File: src/rtl/pipe_pkg.sv
// Shared types and helpers for the pipeline hazard sequencer.
package pipe_pkg;
  localparam int          REG_W = 5;
  localparam logic [31:0] NOP   = 32'h00000013;

  typedef enum logic {RUN, REDIRECT} state_e;

  typedef struct packed {
    logic pc_en;
    logic ifid_stall;
    logic ifid_flush;
    logic idex_stall;
    logic idex_flush;
    logic exmem_stall;
  } ctl_t;

  function automatic logic load_use(
    input logic             ex_valid,
    input logic             ex_mem_read,
    input logic [REG_W-1:0] ex_rd,
    input logic             id_valid,
    input logic             use_rs1,
    input logic             use_rs2,
    input logic [REG_W-1:0] rs1,
    input logic [REG_W-1:0] rs2
  );
    return ex_valid & ex_mem_read & (ex_rd != '0) & id_valid &
           ((use_rs1 & (rs1 == ex_rd)) | (use_rs2 & (rs2 == ex_rd)));
  endfunction
endpackage

File: src/rtl/sat_counter.sv
// Saturating up-counter with synchronous clear; holds at all-ones.
module sat_counter #(
  parameter int CNT_W = 32
) (
  input  logic             clk,
  input  logic             rst_,
  input  logic             en_i,
  input  logic             clr_i,
  output logic [CNT_W-1:0] cnt_o
);
  logic [CNT_W-1:0] cnt_q, cnt_d;

  always_comb begin
    cnt_d = cnt_q;
    if (clr_i)                     cnt_d = '0;
    else if (en_i && cnt_q != '1)  cnt_d = cnt_q + 1'b1;
  end

  always_ff @(posedge clk or negedge rst_) begin
    if (!rst_) cnt_q <= '0;
    else       cnt_q <= cnt_d;
  end

  assign cnt_o = cnt_q;
endmodule

File: src/rtl/pipe_hazard_ctrl.sv
// Stall/flush sequencer for the 5-stage pipeline: memory freeze, redirect flush,
// load-use interlock, plus perf counters and a sticky memory-timeout flag.
module pipe_hazard_ctrl
  import pipe_pkg::*;
#(
  parameter int FLUSH_CYCLES = 1,
  parameter int MEM_TIMEOUT  = 255,
  parameter int CNT_W        = 32
) (
  input  logic             clk,
  input  logic             rst_,
  input  logic             id_valid,
  input  logic [REG_W-1:0] id_rs1,
  input  logic [REG_W-1:0] id_rs2,
  input  logic             id_use_rs1,
  input  logic             id_use_rs2,
  input  logic             ex_valid,
  input  logic             ex_mem_read,
  input  logic [REG_W-1:0] ex_rd,
  input  logic             ex_redirect,
  input  logic             mem_req,
  input  logic             mem_ready,
  output logic             pc_en,
  output logic             ifid_stall,
  output logic             ifid_flush,
  output logic             idex_stall,
  output logic             idex_flush,
  output logic             exmem_stall,
  output logic             mem_timeout,
  output logic [CNT_W-1:0] stall_cnt,
  output logic [CNT_W-1:0] flush_cnt
);
  localparam logic [3:0]  RELOAD = 4'(FLUSH_CYCLES - 1);
  localparam logic [15:0] TMO    = 16'(MEM_TIMEOUT);

  state_e      state_q, state_d;
  logic [3:0]  rcnt_q, rcnt_d;
  logic [15:0] wcnt_q, wcnt_d;
  logic        tmo_q, tmo_d;
  ctl_t        ctl, ctl_g;
  logic        mem_wait, hazard, redir_evt;

  assign mem_wait = mem_req & ~mem_ready;
  assign hazard   = load_use(ex_valid, ex_mem_read, ex_rd, id_valid,
                             id_use_rs1, id_use_rs2, id_rs1, id_rs2);

  always_comb begin
    ctl       = '{pc_en: 1'b1, default: 1'b0};
    state_d   = state_q;
    rcnt_d    = rcnt_q;
    redir_evt = 1'b0;
    if (mem_wait) begin
      // Whole pipe frozen; a pending redirect re-presents once EX moves again.
      ctl = '{pc_en: 1'b0, ifid_stall: 1'b1, idex_stall: 1'b1, exmem_stall: 1'b1, default: 1'b0};
    end else if (ex_redirect) begin
      ctl.ifid_flush = 1'b1;
      ctl.idex_flush = 1'b1;
      redir_evt      = 1'b1;
      rcnt_d         = RELOAD;
      state_d        = (RELOAD != '0) ? REDIRECT : RUN;
    end else if (state_q == REDIRECT) begin
      ctl.ifid_flush = 1'b1;
      rcnt_d         = rcnt_q - 1'b1;
      if (rcnt_q == 4'd1) state_d = RUN;
    end else if (hazard) begin
      ctl.pc_en      = 1'b0;
      ctl.ifid_stall = 1'b1;
      ctl.idex_flush = 1'b1;
    end
  end

  always_comb begin
    wcnt_d = '0;
    tmo_d  = tmo_q;
    if (mem_wait) begin
      wcnt_d = (wcnt_q != TMO) ? wcnt_q + 1'b1 : wcnt_q;
      if (wcnt_q >= TMO - 1'b1) tmo_d = 1'b1;
    end
  end

  always_ff @(posedge clk or negedge rst_) begin
    if (!rst_) begin
      state_q <= RUN;
      rcnt_q  <= '0;
      wcnt_q  <= '0;
      tmo_q   <= 1'b0;
    end else begin
      state_q <= state_d;
      rcnt_q  <= rcnt_d;
      wcnt_q  <= wcnt_d;
      tmo_q   <= tmo_d;
    end
  end

  // Everything, pc_en included, is held low while reset is asserted.
  assign ctl_g       = rst_ ? ctl : '0;
  assign pc_en       = ctl_g.pc_en;
  assign ifid_stall  = ctl_g.ifid_stall;
  assign ifid_flush  = ctl_g.ifid_flush;
  assign idex_stall  = ctl_g.idex_stall;
  assign idex_flush  = ctl_g.idex_flush;
  assign exmem_stall = ctl_g.exmem_stall;
  assign mem_timeout = tmo_q;

  sat_counter #(.CNT_W(CNT_W)) u_stall_cnt (
    .clk(clk), .rst_(rst_), .en_i(~ctl_g.pc_en), .clr_i(1'b0), .cnt_o(stall_cnt)
  );

  sat_counter #(.CNT_W(CNT_W)) u_flush_cnt (
    .clk(clk), .rst_(rst_), .en_i(redir_evt), .clr_i(1'b0), .cnt_o(flush_cnt)
  );
endmodule

File: config.mk
export PLATFORM = sky130hd
export DESIGN_NAME = pipe_hazard_ctrl
export DESIGN_NICKNAME = d
export VERILOG_FILES = /design/src/rtl/pipe_pkg.sv /design/src/rtl/sat_counter.sv /design/src/rtl/pipe_hazard_ctrl.sv
export SDC_FILE = /design/constraint.sdc
export NUM_CORES = 1
export LEC_CHECK = 0
export ABC_AREA = 1
export ABC_CLOCK_PERIOD_IN_PS = 2560
export BUFFER_PORTS_ARGS = -buffer_cell sky130_fd_sc_hd__buf_4
export CAP_MARGIN = 0
export CORE_ASPECT_RATIO = 1.5
export CORE_UTILIZATION = 40
export CTS_CLUSTER_SIZE = 10
export DETAILED_ROUTE_END_ITERATION = 10
export GPL_TIMING_DRIVEN = 0
export PLACE_DENSITY = 0.68
export SLEW_MARGIN = 20
export SYNTH_ARGS = -nofsm -noshare
export SYNTH_HDL_FRONTEND = slang
export SYNTH_SLANG_ARGS = --single-unit
File: constraint.sdc
create_clock -name clk -period 2.56 [get_ports clk]
set_input_delay 0.128 -clock clk [delete_from_list [all_inputs] [get_ports clk]]
set_output_delay 0.128 -clock clk [all_outputs]
set_load 0.005 [all_outputs]
==> flow_metrics.py <==
metrics = {
    "route": {
        "via_per_inst": 4.98,
        "vias": 5241,
        "drt-initial-drc-count": 160,
        "routedWlPerCell_um": 13.6,
        "drc_errors": 0,
        "dr.pass1.iters": 5,
        "wirelength_um": 14400,
        "ant_nets": 0,
    },
    "clock_tree": {
        "cts_sinks": 86,
        "clk_path_buf_depth": 2,
        "clockRootBuffer": "clkbuf_16",
        "cts_made_buffers": 9,
        "h-tree-depth": 3,
        "postCtsSetupRepairBufs": 0,
        "clk_pin_slew_worst_paths_ns": 0.07,
        "cts_tree": "yes",
        "holdBufCountCts": 1,
        "clk_latency_ns": 0.35,
        "ctsResizeCount": 0,
    },
    "pwr": {
        "total_leakage_power_nw": 3.27,
        "p_sw_share_pct": 29.3,
        "p_seq_share_pct": 45.1,
        "ir_worst_vdd_uv": 479,
        "internal_power_mw": 2.57,
        "switchingPower_mw": 1.06,
        "comb_power_share_pct": 17.3,
        "power_frac_clock_pct": 37.6,
        "powerDensity_nw_per_um2": 546,
    },
    "synthesis": {
        "async_flop_share_pct": 100,
        "synth_nets": 813,
        "synth_top_area_share_pct": 39.8,
        "synth.area.top_cells": "dfrtp_1, nand2_1, inv_1",
        "synth_warnings": 0,
        "yosysSeqAreaShare_pct": 39.8,
        "synth_edf_count": 0,
        "ys_types": 33,
        "yosysMostFrequentCell": "nand2_1",
        "syn_inst": 782,
        "syn_area_sq_um": 5410,
        "avgSynthCellArea_sq_um": 6.92,
        "ys.flop_type": "dfrtp_1",
        "synth_top_cell_by_area": "dfrtp_1",
        "ys_ff_latch": 86,
        "synthTopCellsByCount": "nand2_1, inv_1, nor2_1, dfrtp_1, nand3_1",
    },
    "sta": {
        "slew_headroom_pct": 45.4,
        "worst_slack_ns": 0.479,
        "finalClockSkew_ns": 0.00571,
        "timing.final.crit_share_pct": 81.3,
        "hold_ws_ns": -0.168,
        "tightest_slew_ns": 0.818,
        "fin_tns_setup_ns": 0,
        "finalSetupViolations": 0,
        "fmax_ghz": 0.481,
        "rsz0062_at_grt": "no",
        "finalHoldViolCount": 86,
        "maxSlewViolCount": 0,
        "min_period_ns": 2.08,
    },
    "global_routing": {
        "grt_pass1_wl_um": 24100,
        "antenna_found_initial": 0,
        "overflow": 0,
        "grt_pass1_vias": 5276,
        "grt_max_degree": 89,
        "groute.usage.overall_pct": 21.7,
    },
    "worst_setup_path": {
        "path_max_fanout": 10,
        "crit_path_top_delay_cell": "dfrtp_1",
        "crit_path_end_kind": "flop",
        "crit_path_cell_trace": "ha_1 -> nand2_2 -> nor3_4 -> nand3_2 -> nor2_2 -> nand3_1 -> nand2_1 -> buf_4 -> nand2_1 -> nand2_1",
        "path_delay_family": "simple AND/OR/NAND/NOR gates",
        "critPathRequiredTime_ns": 2.84,
        "critical_path_buf_inv_count": 1,
        "crit_top_cell": "nand2_1",
        "worstSetupStartpointType": "flop",
        "arrival_ns": 2.36,
        "crit_path_max_incr_delay_ns": 0.39,
        "critPathKind": "flop to flop",
    },
    "final_layout": {
        "final.fill_count": 1323,
        "instances_no_fill": 1053,
        "final_nets": 920,
        "num_antenna_cells": 0,
        "multi_input_area_sq_um": 2790,
        "syn_to_final_growth_pct": 22.8,
        "fin_area_sq_um": 6650,
        "seq_area_sq_um": 2150,
        "drive_gt1_share_pct": 15.7,
    },
    "floorplan": {
        "die_height_um": 144,
        "dieArea_sq_um": 14000,
        "initial_core_util_pct": 41.4,
        "die_w_um": 97.0,
        "io_pins": 96,
        "core_area_sq_um": 13100,
        "num_rows": 51,
    },
    "hold_path": {
        "hold_path.class": "input port to async pin",
    },
    "outcome": {
        "violations": "negative hold slack",
        "outcome": "finished with violations",
    },
    "placed_design": {
        "place_inst": 1036,
        "place.gp.congestion": 0.910,
        "dp_hpwl_um": 11000,
        "portBuffers": 95,
        "place_area_sq_um": 6330,
        "pre_cts_ws_ns": 0.461,
    },
    "run": {
        "maxCapViolCount": 0,
    },
}
[per-layer routing]
layer  vias up  global-route usage (%)  part of all wire [%]
met5         -                       0                     0
met4         0                    13.7                   5.0
met3        46                    3.29                   4.1
met2       142                    40.4                    51
met1      2380                    22.8                    39
li1       2673                       -                     -
[layout make-up]
| type | count | share of cell area (%) |
|---|---|---|
| Tap cell | 159 | 2.99 |
| Timing Repair Buffer | 96 | 10.9 |
| Clock buffer | 10 | 3.59 |
| Multi-Input combinational cell | 583 | 42.0 |
| Buffer | 16 | 1.58 |
| Clock inverter | 6 | 1.05 |
| Inverter | 97 | 5.48 |
| Sequential cell | 86 | 32.4 |
[layout by cell type, fill, tap and decap left out, types with 2 or more instances in the layout]
cell type,count
clkbuf_16,9
nor2_1,89
nor2_2,5
xor2_1,40
nor3_1,33
o31ai_1,2
ha_1,6
nand2_1,271
buf_4,98
clkbuf_1,3
nand2_2,2
a21oi_1,7
and3_1,3
clkinvlp_4,3
or2_2,2
nand3b_1,4
o21ai_0,14
buf_6,4
xnor2_1,10
nand4_1,9
buf_2,6
nand3_1,62
nor3b_1,2
inv_1,94
a31oi_1,5
inv_2,3
o21ai_1,7
nor4_1,3
dfrtp_1,86
nor3_2,2
[through the flow]
step	util, %	power (mW)
after detailed placement	48.4	2.30
after global routing	50.8	3.82
after floorplan	-	1.95
final	50.8	3.63
after global placement	48.4	2.29
after CTS	50.8	3.68
[power groups by stage]
stage	clock network [mW]	registers, mW	logic (mW)
after floorplan	0	1.64	0.315
after global placement	0	1.66	0.625
after detailed placement	0	1.66	0.634
after CTS	1.40	1.64	0.640
after global routing	1.44	1.66	0.716
final	1.37	1.64	0.628
[worst paths after layout]
check | start | end | slack [ns] | cells after the start
setup / recovery | u_stall_cnt.cnt_o[0]$_DFFE_PN0P_ | u_stall_cnt.cnt_o[24]$_DFFE_PN0P_ | 0.48 | 10
hold / removal | rst_ | u_stall_cnt.cnt_o[17]$_DFFE_PN0P_ | -0.17 | 1
setup reg to reg | u_stall_cnt.cnt_o[0]$_DFFE_PN0P_ | u_stall_cnt.cnt_o[24]$_DFFE_PN0P_ | 0.48 | 10
hold reg to reg | mem_timeout$_DFFE_PN0P_ | mem_timeout$_DFFE_PN0P_ | 0.47 | 1
max in group asynchronous | rst_ | u_stall_cnt.cnt_o[25]$_DFFE_PN0P_ | 2.15 | 1
min in group clk | mem_ready | wcnt_q[1]$_DFFE_PN0P_ | 0.18 | 4
[flip-flops by register name, summed over array words and instances, names as in the netlist]
register / count
u_stall_cnt.cnt_o: 32
wcnt_q: 16
mem_timeout: 1
rcnt_q: 4
state_q: 1
u_flush_cnt.cnt_o: 32
[cell families after synthesis]
logic type                 after synthesis  synth area share, %
xor gates and xnor gates                50                 8.09
adders and majority gates                6                 1.39
buffers and inverters                  113                 8.67
AOI/OAI and AO/OA                       38                 3.88
DFF                                     86                 39.8
and+or+nand+nor                        489                 38.2
[worst register-to-register path: cells and delay by family, from the launching register on]
kind / cells / cell delay (ns)
fa+ha+maj: 1 / 0.24
simple gates: 8 / 1.16
flops: 1 / 0.39
buf+inv: 1 / 0.23
No activity file was read; power rests on OpenSTA's default activity.
